## config.mk

```make
export PLATFORM = sky130hd
export DESIGN_NAME = game_master_fsm_multi_shot
export DESIGN_NICKNAME = d
export VERILOG_FILES = /design/src/rtl/game_master_fsm_multi_shot_pkg.sv /design/src/rtl/game_master_fsm_multi_shot_key_edge.sv /design/src/rtl/game_master_fsm_multi_shot.sv
export SDC_FILE = /design/constraint.sdc
export NUM_CORES = 1
export LEC_CHECK = 0
export BUFFER_PORTS_ARGS = -buffer_cell sky130_fd_sc_hd__buf_2
export CORE_UTILIZATION = 55
export CTS_BUF_LIST = sky130_fd_sc_hd__clkbuf_8 sky130_fd_sc_hd__clkbuf_16
export DETAILED_ROUTE_END_ITERATION = 16
export PLACE_DENSITY = 0.8
export SLEW_MARGIN = 20
export SYNTH_ARGS = -nofsm -noshare
export SYNTH_HDL_FRONTEND = slang
export SYNTH_SLANG_ARGS = --single-unit
```

## constraint.sdc

```tcl
create_clock -name clk_i -period 2.6 [get_ports clk_i]
set_input_delay 0.13 -clock clk_i [delete_from_list [all_inputs] [get_ports clk_i]]
set_output_delay 0.13 -clock clk_i [all_outputs]
set_load 0.02 [all_outputs]
```

## src/rtl/game_master_fsm_multi_shot_pkg.sv

```systemverilog
// Shared configuration for the multi-shot game master.
// Holds the 2-bit FSM state encodings, the parameter defaults used by the top
// level, and the fixed round counter width.
package game_master_fsm_multi_shot_pkg;

    // Parameter defaults
    localparam int unsigned DefNTorpedoes = 3;
    localparam int unsigned DefNRounds    = 5;
    localparam int unsigned DefScoreW     = 4;

    // Round counter is fixed at 4 bits, enough for up to 15 rounds
    localparam int unsigned RoundW = 4;

    // FSM state encodings
    localparam logic [1:0] StStart = 2'd0;
    localparam logic [1:0] StPlay  = 2'd1;
    localparam logic [1:0] StEnd   = 2'd2;
    localparam logic [1:0] StOver  = 2'd3;

endpackage

```

## src/rtl/game_master_fsm_multi_shot_key_edge.sv

```systemverilog
// Rising-edge detector for the fire / restart key.
// Ports:
//   clk_i       system clock
//   reset_i     asynchronous active-high reset
//   key_i       key level, already synchronised
//   key_edge_o  registered one-cycle pulse on each rising edge of key_i
module game_master_fsm_multi_shot_key_edge (
    input  logic clk_i,
    input  logic reset_i,
    input  logic key_i,
    output logic key_edge_o
);

    logic key_q;
    logic edge_q;

    always_ff @(posedge clk_i or posedge reset_i) begin
        if (reset_i) begin
            key_q  <= 1'b0;
            edge_q <= 1'b0;
        end else begin
            key_q  <= key_i;
            edge_q <= key_i & ~key_q;
        end
    end

    assign key_edge_o = edge_q;

endmodule

```

## src/rtl/game_master_fsm_multi_shot.sv

```systemverilog
// Game master FSM for one target sprite and N_TORPEDOES torpedo sprites.
// Each round the player may fire a salvo of up to N_TORPEDOES shots; a hit
// on the target wins the round, the target or the whole salvo leaving the
// screen loses it. A saturating score is kept across N_ROUNDS rounds, after
// which the FSM holds in OVER until a fresh key press.
// Ports:
//   clk_i, reset_i                      clock, async active-high reset
//   key_i                               fire / restart key (level)
//   sprite_target_*_o                   target sprite write / update controls
//   sprite_torpedo_*_o                  per-torpedo write / update controls
//   sprite_target_within_screen_i       target still visible
//   sprite_torpedo_within_screen_i      per-torpedo still visible
//   collision_i                         torpedo[i] overlaps target
//   end_of_game_timer_start_o           one-cycle timer start pulse
//   end_of_game_timer_running_i         timer busy
//   game_won_o, score_o, game_over_o    round result, score, game over flag
module game_master_fsm_multi_shot
    import game_master_fsm_multi_shot_pkg::*;
#(
    parameter int unsigned N_TORPEDOES = DefNTorpedoes,
    parameter int unsigned N_ROUNDS    = DefNRounds,
    parameter int unsigned SCORE_W     = DefScoreW
) (
    input  logic                   clk_i,
    input  logic                   reset_i,
    input  logic                   key_i,
    output logic                   sprite_target_write_xy_o,
    output logic                   sprite_target_write_dxy_o,
    output logic                   sprite_target_enable_update_o,
    output logic [N_TORPEDOES-1:0] sprite_torpedo_write_xy_o,
    output logic [N_TORPEDOES-1:0] sprite_torpedo_write_dxy_o,
    output logic [N_TORPEDOES-1:0] sprite_torpedo_enable_update_o,
    input  logic                   sprite_target_within_screen_i,
    input  logic [N_TORPEDOES-1:0] sprite_torpedo_within_screen_i,
    input  logic [N_TORPEDOES-1:0] collision_i,
    output logic                   end_of_game_timer_start_o,
    input  logic                   end_of_game_timer_running_i,
    output logic                   game_won_o,
    output logic [SCORE_W-1:0]     score_o,
    output logic                   game_over_o
);

    localparam int unsigned ShotW = $clog2(N_TORPEDOES + 1);
    localparam logic [ShotW-1:0]   ShotMax   = ShotW'(N_TORPEDOES);
    localparam logic [SCORE_W-1:0] ScoreMax  = '1;
    localparam logic [RoundW-1:0]  LastRound = RoundW'(N_ROUNDS - 1);

    logic key_edge;

    game_master_fsm_multi_shot_key_edge u_key_edge (
        .clk_i      (clk_i),
        .reset_i    (reset_i),
        .key_i      (key_i),
        .key_edge_o (key_edge)
    );

    logic [1:0]             state_q, state_d;
    logic [N_TORPEDOES-1:0] in_flight_q, in_flight_d;
    logic [ShotW-1:0]       shot_q, shot_d;
    logic [RoundW-1:0]      round_q, round_d;
    logic [SCORE_W-1:0]     score_q, score_d;
    logic                   won_q, won_d;
    logic                   end_first_q, end_first_d;

    logic                   tgt_xy_q, tgt_xy_d;
    logic                   tgt_dxy_q, tgt_dxy_d;
    logic                   tgt_en_q, tgt_en_d;
    logic [N_TORPEDOES-1:0] tor_xy_q, tor_xy_d;
    logic [N_TORPEDOES-1:0] tor_dxy_q, tor_dxy_d;
    logic [N_TORPEDOES-1:0] tor_en_q, tor_en_d;
    logic                   timer_start_q, timer_start_d;
    logic                   over_q, over_d;

    logic [N_TORPEDOES-1:0] in_flight_kept;
    logic [N_TORPEDOES-1:0] launch_mask;
    logic                   in_play;
    logic                   hit;
    logic                   lost;
    logic                   launch;

    // Round outcome decode; hit and lost take precedence over a launch
    always_comb begin
        in_play        = (state_q == StPlay);
        in_flight_kept = in_flight_q & sprite_torpedo_within_screen_i;
        launch_mask    = N_TORPEDOES'(1) << shot_q;
        hit            = in_play && |(collision_i & in_flight_q);
        lost           = in_play && (!sprite_target_within_screen_i ||
                         ((shot_q == ShotMax) && (in_flight_kept == '0)));
        launch         = in_play && key_edge && (shot_q < ShotMax) && !hit && !lost;
    end

    // Next state, counters and next output values
    always_comb begin
        state_d       = state_q;
        in_flight_d   = in_flight_q;
        shot_d        = shot_q;
        round_d       = round_q;
        score_d       = score_q;
        won_d         = won_q;
        end_first_d   = 1'b0;
        tgt_xy_d      = 1'b0;
        tgt_dxy_d     = 1'b0;
        tor_xy_d      = '0;
        tor_dxy_d     = '0;
        timer_start_d = 1'b0;

        case (state_q)
            StStart: begin
                tgt_xy_d    = 1'b1;
                tgt_dxy_d   = 1'b1;
                tor_xy_d    = '1;
                in_flight_d = '0;
                shot_d      = '0;
                won_d       = 1'b0;
                state_d     = StPlay;
            end
            StPlay: begin
                in_flight_d = in_flight_kept;
                if (hit) begin
                    won_d         = 1'b1;
                    score_d       = (score_q == ScoreMax) ? score_q : score_q + SCORE_W'(1);
                    timer_start_d = 1'b1;
                    end_first_d   = 1'b1;
                    state_d       = StEnd;
                end else if (lost) begin
                    timer_start_d = 1'b1;
                    end_first_d   = 1'b1;
                    state_d       = StEnd;
                end else if (launch) begin
                    tor_dxy_d   = launch_mask;
                    in_flight_d = in_flight_kept | launch_mask;
                    shot_d      = shot_q + ShotW'(1);
                end
            end
            StEnd: begin
                // The first END cycle ignores timer_running: the timer has
                // not yet seen its start pulse.
                if (!end_first_q && !end_of_game_timer_running_i) begin
                    round_d = round_q + RoundW'(1);
                    state_d = (round_q == LastRound) ? StOver : StStart;
                end
            end
            StOver: begin
                if (key_edge) begin
                    score_d = '0;
                    round_d = '0;
                    state_d = StStart;
                end
            end
            default: state_d = StStart;
        endcase

        // Level outputs follow the state being entered so they line up with state_q
        tgt_en_d = (state_d == StPlay);
        tor_en_d = (state_d == StPlay) ? in_flight_d : '0;
        over_d   = (state_d == StOver);
    end

    always_ff @(posedge clk_i or posedge reset_i) begin
        if (reset_i) begin
            state_q <= StStart;
        end else begin
            state_q <= state_d;
        end
    end

    always_ff @(posedge clk_i or posedge reset_i) begin
        if (reset_i) begin
            in_flight_q   <= '0;
            shot_q        <= '0;
            round_q       <= '0;
            score_q       <= '0;
            won_q         <= 1'b0;
            end_first_q   <= 1'b0;
            tgt_xy_q      <= 1'b0;
            tgt_dxy_q     <= 1'b0;
            tgt_en_q      <= 1'b0;
            tor_xy_q      <= '0;
            tor_dxy_q     <= '0;
            tor_en_q      <= '0;
            timer_start_q <= 1'b0;
            over_q        <= 1'b0;
        end else begin
            in_flight_q   <= in_flight_d;
            shot_q        <= shot_d;
            round_q       <= round_d;
            score_q       <= score_d;
            won_q         <= won_d;
            end_first_q   <= end_first_d;
            tgt_xy_q      <= tgt_xy_d;
            tgt_dxy_q     <= tgt_dxy_d;
            tgt_en_q      <= tgt_en_d;
            tor_xy_q      <= tor_xy_d;
            tor_dxy_q     <= tor_dxy_d;
            tor_en_q      <= tor_en_d;
            timer_start_q <= timer_start_d;
            over_q        <= over_d;
        end
    end

    assign sprite_target_write_xy_o       = tgt_xy_q;
    assign sprite_target_write_dxy_o      = tgt_dxy_q;
    assign sprite_target_enable_update_o  = tgt_en_q;
    assign sprite_torpedo_write_xy_o      = tor_xy_q;
    assign sprite_torpedo_write_dxy_o     = tor_dxy_q;
    assign sprite_torpedo_enable_update_o = tor_en_q;
    assign end_of_game_timer_start_o      = timer_start_q;
    assign game_won_o                     = won_q;
    assign score_o                        = score_q;
    assign game_over_o                    = over_q;

endmodule
```

# Yosys cells after proc, flatten, opt, wreduce, memory -nomap -nowiden
# Index checks and enable logic that the tools add are counted.
[op_classes]
mul = 0
n_reduce_logical = 24
order_cmp = 1
n_mux = 32
shifts = 1
n_addsub = 3
bitwise = 5
eq_ne = 15
div_mod_pow = 0
[op_table]
columns = ["operator", "count"]
rows = [
  ["two-way mux 3 bit", 9],
  ["two-way mux 2 bit", 8],
  ["two-way mux 4 bit", 4],
  ["case mux 4 bit (2 select lines)", 2],
  ["adder 4 x 1 -> 4 bit (second input constant)", 2],
  ["== test 2 bit (second input constant)", 4],
  ["logical AND 1 bit", 8],
  ["inequality test 2 bit (second input constant)", 4],
  ["case mux 2 bit (4 select lines)", 1],
  ["AND reduction 4 bit", 2],
  ["bitwise AND 3 bit", 2],
  ["inequality test 2 x 1 -> 1 bit (second input constant)", 3],
  ["case mux 3 bit (2 select lines)", 1],
  ["nonzero test 2 bit", 3],
  ["logical NOT 1 bit", 5],
  ["two-way mux 1 bit", 5],
  ["== test 2 x 1 -> 1 bit (second input constant)", 2],
  ["== test 4 x 3 -> 1 bit (second input constant)", 1],
  ["== test 4 bit (second input constant)", 1],
  ["case mux 2 bit (2 select lines)", 1],
  ["logical NOT 3 bit", 1],
  ["bitwise OR 3 bit", 1],
  ["AND reduction 3 bit", 1],
  ["OR reduction 3 bit", 1],
  ["9 further kinds", 9],
]
[totals]
wordCells = 96
ff_bits = 31
latch_bits = 0
ramBits = 0
input_bits = 11
out_inout_bits = 19
n_memories = 0
romBits = 0

# Logic depth before layout (Yosys ltp)
# Gate-level depths: netlist of run 1.
[depth]
ltp_word = 12
ltp_mapped = 5
depth_no_buf = 4

# By module
# A second synthesis of run 1 with hierarchy kept.
[hier_totals]
hier_cells = 130
area_unflattened_um2 = 1378.8
[by_module_without_submodules]
columns = ["module", "cells_per_inst", "n_inst", "seq_area_each_um2", "area_each_um2"]
rows = [
  ["game_master_fsm_multi_shot", 126, 1, 650.6, 1311.3],
  ["game_master_fsm_multi_shot_key_edge", 4, 1, 50.0, 67.6],
]

# Least setup slack after synthesis of run 1
# Ideal clock, no wire load.
[synth_timing]
path_kind = "register to register"
from = "register end_of_game_timer_start_o (netlist name)"
to = "register round_q[2]"
arrival_time_ns = 1.395
setup_slack_ns = 1.128
t_required_ns = 2.523
synth_period_minus_slack_ns = 1.472
path_buffers = 0
setup_time_ns = 0.077
path_stages_with_launch = 4
path_cell_list = "dfrtp_1 or4b_4 or3_1 a21oi_1"
[synth_rtl]
columns = ["item", "line", "rtl"]
rows = [
  ["end signal, assigned", "game_master_fsm_multi_shot.sv:186", "round_q <= round_d;"],
  ["end, declared", "game_master_fsm_multi_shot.sv:60", "logic [RoundW-1:0] round_q, round_d;"],
]

# Final worst setup path of run 1
[layout_timing]
from = "register state_q[0]"
to = "register state_q[1]"
[layout_between]
elab_chain_cells = 5
word_cells_on_any_way = 9
cone_classes = "eq/ne: 3; mux: 3; reduce/logical: 3"
[layout_lines]
columns = ["item", "line", "rtl"]
rows = [
  ["start, declared", "game_master_fsm_multi_shot.sv:57", "logic [1:0] state_q, state_d;"],
  ["start signal, assigned", "game_master_fsm_multi_shot.sv:161", "state_q <= StStart;"],
  ["start signal, assigned", "game_master_fsm_multi_shot.sv:163", "state_q <= state_d;"],
  ["== test 2 x 1 -> 1 bit", "game_master_fsm_multi_shot.sv:83, game_master_fsm_multi_shot.sv:107", ""],
  ["logical AND 1 bit", "game_master_fsm_multi_shot.sv:87", "lost = in_play && (!sprite_target_within_screen_i ||"],
  ["two-way mux 2 bit", "game_master_fsm_multi_shot.sv:125", "end else if (lost) begin"],
  ["two-way mux 2 bit", "game_master_fsm_multi_shot.sv:119", "if (hit) begin"],
  ["case mux 2 bit (4 select lines) (*)", "game_master_fsm_multi_shot.sv:107", "case (state_q)"],
  ["via state_d[1]", "game_master_fsm_multi_shot.sv:57", ""],
]
# The timed path passes the listed nets; every way through them passes the cells marked *.
# A chain may end at the register's enable or synchronous reset.

==> results of run 1 <==
worst paths after layout:
kind	cells after the start	slack (ns)	end	start
setup / recovery	3	0.66	state_q[1]$_DFF_PP0_	state_q[0]$_DFF_PP0_
hold / removal	3	0.20	state_q[0]$_DFF_PP0_	sprite_target_within_screen_i
setup reg to reg	3	0.66	state_q[1]$_DFF_PP0_	state_q[0]$_DFF_PP0_
hold reg to reg	1	0.41	u_key_edge.key_edge_o$_DFF_PP0_	u_key_edge.key_q$_DFF_PP0_
max in group asynchronous	3	1.77	round_q[0]$_DFFE_PP0P_	reset_i
min in group asynchronous	3	0.46	sprite_torpedo_write_dxy_o[1]$_DFF_PP0_	reset_i
timing repair:
item | CTS | global route
resized for setup | 0 | 0
endpoints found under the hold margin | 1 | 28
hold buffers | 1 | 1
logic make-up after synthesis:
kind of cell,count (synthesis)
muxes,3
and+or+nand+nor,35
AOI/OAI and AO/OA,36
DFF,28
adders and majority gates,7
buffers and inverters,23
sequential cells by signal, indices dropped and copies added, names as in the netlist, 2 cells and up:
register                        flops
state_q                             2
score_o                             4
in_flight_q                         3
sprite_torpedo_enable_update_o      3
shot_q                              2
round_q                             4
sprite_torpedo_write_dxy_o          3
cells in the final DEF, fill, tap and decap left out, types with 4 or more instances in the layout:
cell type / instances
nor2_1: 4
and3_1: 5
o21ai_0: 4
a21oi_1: 5
ha_1: 7
dfrtp_1: 28
inv_1: 11
buf_2: 29
nand2_1: 6
clkbuf_8: 4
layout make-up:
| cell class | count | share of cell area, % |
|---|---|---|
| inverters | 12 | 2.79 |
| clock buffers | 4 | 3.41 |
| flip-flops and latches | 28 | 43.4 |
| well taps | 28 | 2.17 |
| multi-input cells | 81 | 37.5 |
| repair buffers | 32 | 10.7 |
per-stage QoR:
stage	instances	setup WS (ns)
CTS	184	0.671
global placement	179	0.845
finish	185	0.663
floorplan	132	1.13
global route	185	0.469
detailed placement	179	0.698
metal layers:
layer	track usage [%]	vias to the layer above	wire [um]
met3	3.77	5	117
met4	14.5	0	43
met1	29.9	542	1270
met2	42.0	42	1410
met5	0	-	0
li1	-	529	-
power breakdown:
| group | switching (mW) | internal [mW] | leakage, nW |
|---|---|---|---|
| Clock | 0.132 | 0.136 | 0.0288 |
| Combinational | 0.394 | 0.261 | 0.431 |
| Sequential | 0.179 | 0.564 | 0.369 |
| Total | 0.705 | 0.961 | 0.829 |
critical path, cell delays in order (launching register included):
cell      delay (ns)
dfrtp_1         0.62
nor4b_1         0.80
a41oi_1         0.29
o221ai_1        0.13
==> impl_metrics.json, run 1 <==
{
  "outcome": "complete, no violations",
  "synth.most_common_cell": "dfrtp_1",
  "synth_top_family_by_area": "compound AO/OA/AOI/OAI gates",
  "synth_compound_area_share_pct": 20.0,
  "drtAntennaViolNets": 0,
  "dr_total_vias": 1118,
  "p_per_area_mw_per_mm2": 1030,
  "cp.required_ns": 2.78,
  "slew_violations": 0,
  "cap_violations": 0,
  "final_util_pct": 69.6,
  "grt_pass1_wl_um": 4860,
  "place_hpwl_um": 2010,
  "final_hold_viol_count": 0,
  "seqCellArea_um2": 701,
  "final.setup_skew_ns": 0.00184,
  "total_power_mw": 1.67,
  "globalplace.congestion": 0.991,
  "core_mm2": 0.00232,
  "viasPerCell": 6.04,
  "clock_latency_ns": 0.27,
  "drtPass1Iterations": 4,
  "synth.distinct_cells": 41,
  "cp_max_fo": 23,
  "fin_hold_ws_ns": 0.201,
  "yosysSeqAreaShare_pct": 49.7,
  "stdcell_area_mm2": 0.00161,
  "die_x_um": 52.6,
  "power_leakage_nw": 0.829,
  "cts_buffers": 3,
  "avgSynthCellArea_um2": 10.7,
  "drt_iter0_drc": 44,
  "setup_violations": 0,
  "yosysTopAreaCell": "dfrtp_1",
  "ys_ff_latch": 28,
  "cts.path.max_buffers": 2,
  "netlist_top_cells_count": "dfrtp_1 (28), inv_1 (12), ha_1 (7)",
  "grt_max_degree": 29,
  "synthCells": 132,
  "muxShareOfSynthArea_pct": 2.13,
  "yosysTopAreaCellShare_pct": 49.7,
  "fin_setup_tns_ns": 0,
  "die_y_um": 52.6,
  "async_flop_share_pct": 100,
  "ios": 30,
  "grt_remaining_overflow": 0,
  "clkSinkCount": 28,
  "synth-adder-area-share_pct": 6.22,
  "drt-wirelength-per-cell_um": 15.4,
  "period_share_pct": 74.5,
  "synth.area.top_cells": "dfrtp_1 (50%), ha_1 (6.2%), inv_1 (3.2%), and3_1 (2.2%), a32o_1 (2.1%)",
  "crit_type": "reg -> reg",
  "synth_warnings": 0,
  "cts_root_buf": "clkbuf_8",
  "antenna_found_initial": 0,
  "grt_pass1_vias": 1072,
  "placed_area_mm2": 0.00154,
  "syn_area_mm2": 0.00141,
  "fin_crit_ns": 1.94,
  "worst_pin_slew_ns": 0.781,
  "dieArea_mm2": 0.00277,
  "cts_tree": "yes",
  "vdd_drop_max_uv": 665,
  "synth_xor_xnor_area_share_pct": 0,
  "yosys_most_used_dff": "dfrtp_1",
  "nets": 176,
  "arrival_ns": 2.12,
  "syn2layout_area_growth_pct": 14.6,
  "rows": 17,
  "drive_gt1_share_pct": 24.8,
  "synth_edf_count": 0,
  "cts_setup_buffers": 0,
  "rsz0062_at_grt": "false",
  "max_freq_mhz": 516,
  "wirelength_um": 2840,
  "portBuffers": 29,
  "cts_htree_levels": 1,
  "max_slew_margin_pct": 47.2,
  "grtUsageTotal_pct": 24.9,
  "cp-end-kind": "flop",
  "nFillCells": 175,
  "antennaDiodeCount": 0,
  "clkSlewWorstSetupHoldPaths_ns": 0.09,
  "route.detailed.drc": 0,
  "multiInputGateArea_um2": 606,
  "synthSimpleGateAreaFrac_pct": 14.7,
  "critPathLaunchType": "flop",
  "syn-num-nets": 150,
  "hold_path.class": "in -> reg",
  "initial_core_util_pct": 60.8
}
Note: power is estimated with default switching activity, not from simulation.
==> run 2: changes to the inputs <==
--- a/config.mk
+++ b/config.mk
@@ -5,11 +5,12 @@
 export SDC_FILE = /design/constraint.sdc
 export NUM_CORES = 1
 export LEC_CHECK = 0
+export ABC_AREA = 1
 export BUFFER_PORTS_ARGS = -buffer_cell sky130_fd_sc_hd__buf_2
-export CORE_UTILIZATION = 55
+export CORE_UTILIZATION = 48
 export CTS_BUF_LIST = sky130_fd_sc_hd__clkbuf_8 sky130_fd_sc_hd__clkbuf_16
 export DETAILED_ROUTE_END_ITERATION = 16
-export PLACE_DENSITY = 0.8
+export PLACE_DENSITY = 0.75
 export SLEW_MARGIN = 20
 export SYNTH_ARGS = -nofsm -noshare
 export SYNTH_HDL_FRONTEND = slang
==> constraint.sdc (replaced) <==
create_clock -name clk_i -period 1.73 [get_ports clk_i]
set_input_delay 0.0865 -clock clk_i [delete_from_list [all_inputs] [get_ports clk_i]]
set_output_delay 0.0865 -clock clk_i [all_outputs]
set_load 0.02 [all_outputs]
==> run 2 against run 1 <==
Effect of this change:
- global-route usage is 6.5 points lower
- largest power group unchanged
- highest routed layer unchanged
- via count fell by 2.7%
- critical endpoint is now shot_q[1]$_DFFE_PP0P_
- final cell count rose by 17%
- combinational power grew 54%
- sequential power increased by 36%
- die area up 11%
==> impl_metrics.json, run 2 <==
{
  "core_mm2": 0.00273,
  "synth.most_common_cell": "nand2_1",
  "cp-end-kind": "flop",
  "drive_gt1_share_pct": 25.4,
  "rows": 19,
  "portBuffers": 29,
  "crit_path_cell_trace": "ha_1 > inv_1 > nand2_1 > nor2_1 > nand2_1 > o21bai_2 > nand2_1 > nand2_1 > nand2_1",
  "setup_violations": 0,
  "outcome": "complete, no violations",
  "drt_iter0_drc": 13,
  "r2r_start": "shot_q[0]$_DFFE_PP0P_",
  "layout_common_cells": "nand2_1 (33), buf_2 (29), dfrtp_1 (28), inv_1 (22), nand3_1 (15)",
  "antennaDiodeCount": 0,
  "clock_latency_ns": 0.27,
  "synthCells": 154,
  "cts.path.max_buffers": 2,
  "rsz0062_at_grt": "false",
  "critPathLaunch": "shot_q[0]$_DFFE_PP0P_",
  "slew_violations": 0,
  "cp_common_cell": "nand2_1",
  "dr_total_vias": 1088,
  "stdcell_count": 216,
  "syn2layout_area_growth_pct": 16.3,
  "cts_htree_levels": 1,
  "ys_ff_latch": 28,
  "die_y_um": 55.4,
  "stdcell_area_mm2": 0.00159,
  "cp_max_fo": 5,
  "wirelength_um": 2500,
  "dp_cells": 211,
  "min_from": "sprite_torpedo_within_screen_i[1]",
  "crit_family": "simple AND/OR/NAND/NOR gates",
  "synth_edf_count": 0,
  "cts_tree": "yes",
  "dieArea_mm2": 0.00307,
  "max_freq_mhz": 695,
  "final_hold_viol_count": 0,
  "initial_core_util_pct": 50.1,
  "final.setup_skew_ns": 0.00229,
  "globalplace.congestion": 0.822,
  "yosysTopAreaCellShare_pct": 51.1,
  "cts_buffers": 3,
  "hold_path.class": "in -> reg",
  "cp.required_ns": 1.90,
  "ios": 30,
  "p_per_area_mw_per_mm2": 1490,
  "fin_setup_tns_ns": 0,
  "grt_remaining_overflow": 0,
  "grt_pass1_vias": 1089,
  "cap_violations": 0,
  "slowest_delay_ns": 0.43,
  "placed_area_mm2": 0.00153,
  "yosysSeqAreaShare_pct": 51.1,
  "place_hpwl_um": 1960,
  "drt-wirelength-per-cell_um": 11.6,
  "clkSlewWorstSetupHoldPaths_ns": 0.09,
  "crit_type": "reg -> reg",
  "route.detailed.drc": 0,
  "vdd_drop_max_uv": 955,
  "nets": 205,
  "viasPerCell": 5.04,
  "fin_ws_ns": 0.291,
  "layout_commonest_cell": "nand2_1",
  "netlist_top_cells_count": "nand2_1 (33), dfrtp_1 (28), inv_1 (22)",
  "grt_pass1_wl_um": 4490,
  "async_flop_share_pct": 100,
  "drtPass1Iterations": 4,
  "die_x_um": 55.4,
  "synth.distinct_cells": 25,
  "yosys_most_used_dff": "dfrtp_1",
  "synth_warnings": 0,
  "worst_pin_slew_ns": 0.341,
  "timing.critical_path.buf_inv": 1,
  "dpl_worst_slack_ns": 0.225,
  "avgSynthCellArea_um2": 8.90,
  "yosysTopAreaCell": "dfrtp_1",
  "cts_setup_buffers": 0,
  "grt_max_degree": 29,
  "drtAntennaViolNets": 0,
  "max_slew_margin_pct": 77.2,
  "final_util_pct": 58.3,
  "syn_area_mm2": 0.00137,
  "cp_slowest_cell": "dfrtp_1",
  "fin_crit_ns": 1.44,
  "clkSinkCount": 28,
  "antenna_found_initial": 0,
  "cts_root_buf": "clkbuf_8",
  "synth.area.top_cells": "dfrtp_1 (51%), nand2_1 (9.0%), ha_1 (6.4%), inv_1 (6.0%), nand3_1 (5.5%)",
  "arrival_ns": 1.61,
  "syn-num-nets": 172,
  "power_leakage_nw": 0.935,
  "grtUsageTotal_pct": 18.4,
  "critPathLaunchType": "flop",
  "period_share_pct": 83.2
}
run 2: cell types whose count changed after synthesis, sizes merged, moves of 5 or more:
cell | previous run | this run
nand2 | 6 | 37
inv | 12 | 27
nand3 | 3 | 16
nor2 | 4 | 12
and3 | 5 | 0
clkbuf | 5 | 0
run 2: final cells by class:
class | count | area, um2
clock buffer | 3 | 41.3
fill | 242 | 1140
inverter | 27 | 104
multi-input combinational | 95 | 536
sequential | 28 | 701
tap | 31 | 38.8
timing repair buffer | 32 | 173
run 2: layer usage:
layer	track usage, %	part of all wire [%]	wire length (um)	up-vias
met3	2.81	2.4	60	4
met1	21.9	43	1070	518
li1	-	-	-	546
met5	0	0	0	-
met2	33.4	54	1350	20
met4	6.79	0.96	24	0
run 2: stage by stage:
step	hold WS, ns	power [mW]
3_5_place_dp	0.168	2.05
2_1_floorplan	0.118	1.80
3_3_place_gp	0.159	2.00
6_report	0.130	2.37
4_1_cts	0.116	2.40
5_1_grt	0.134	2.55
run 2: cells by family after synthesis:
group,Yosys count,share of synthesized area [%]
xor gates and xnor gates,1,0.639
buffers and inverters,31,9.77
and+or+nand+nor,72,25.3
adders and majority gates,7,6.39
AOI/OAI and AO/OA,15,6.76
DFF,28,51.1
run 2: report_power, final:
part           internal, mW  total, mW  switching [mW]
registers             0.839       1.01           0.175
logic                 0.344       1.01           0.666
clock network         0.156      0.343           0.186
total                  1.34       2.37            1.03
run 2: worst paths after layout:
kind                                                                 to  slack, ns  cells past startpoint
worst min register to register          u_key_edge.key_edge_o$_DFF_PP0_       0.40                      1
max in group asynchronous                         shot_q[1]$_DFFE_PP0P_       1.05                      4
worst max-delay path                              shot_q[1]$_DFFE_PP0P_       0.29                      9
worst min-delay path                           in_flight_q[1]$_DFF_PP0_       0.13                      3
worst max register to register                    shot_q[1]$_DFFE_PP0P_       0.29                      9
min in group asynchronous       sprite_torpedo_write_dxy_o[1]$_DFF_PP0_       0.42                      4
run 2: what timing repair did:
action                                  in CTS  in global routing
endpoints found under the setup margin       0                  1
resized for setup                            0                  1
hold buffers                                 2                  0
hold endpoints to repair                    29                  0
run 2: worst min-delay path, delay by kind of cell:
| family | cells | cell delay, ns |
|---|---|---|
| compound gates | 1 | 0.11 |
| buf+inv | 1 | 0.10 |
| simple gates | 1 | 0.08 |
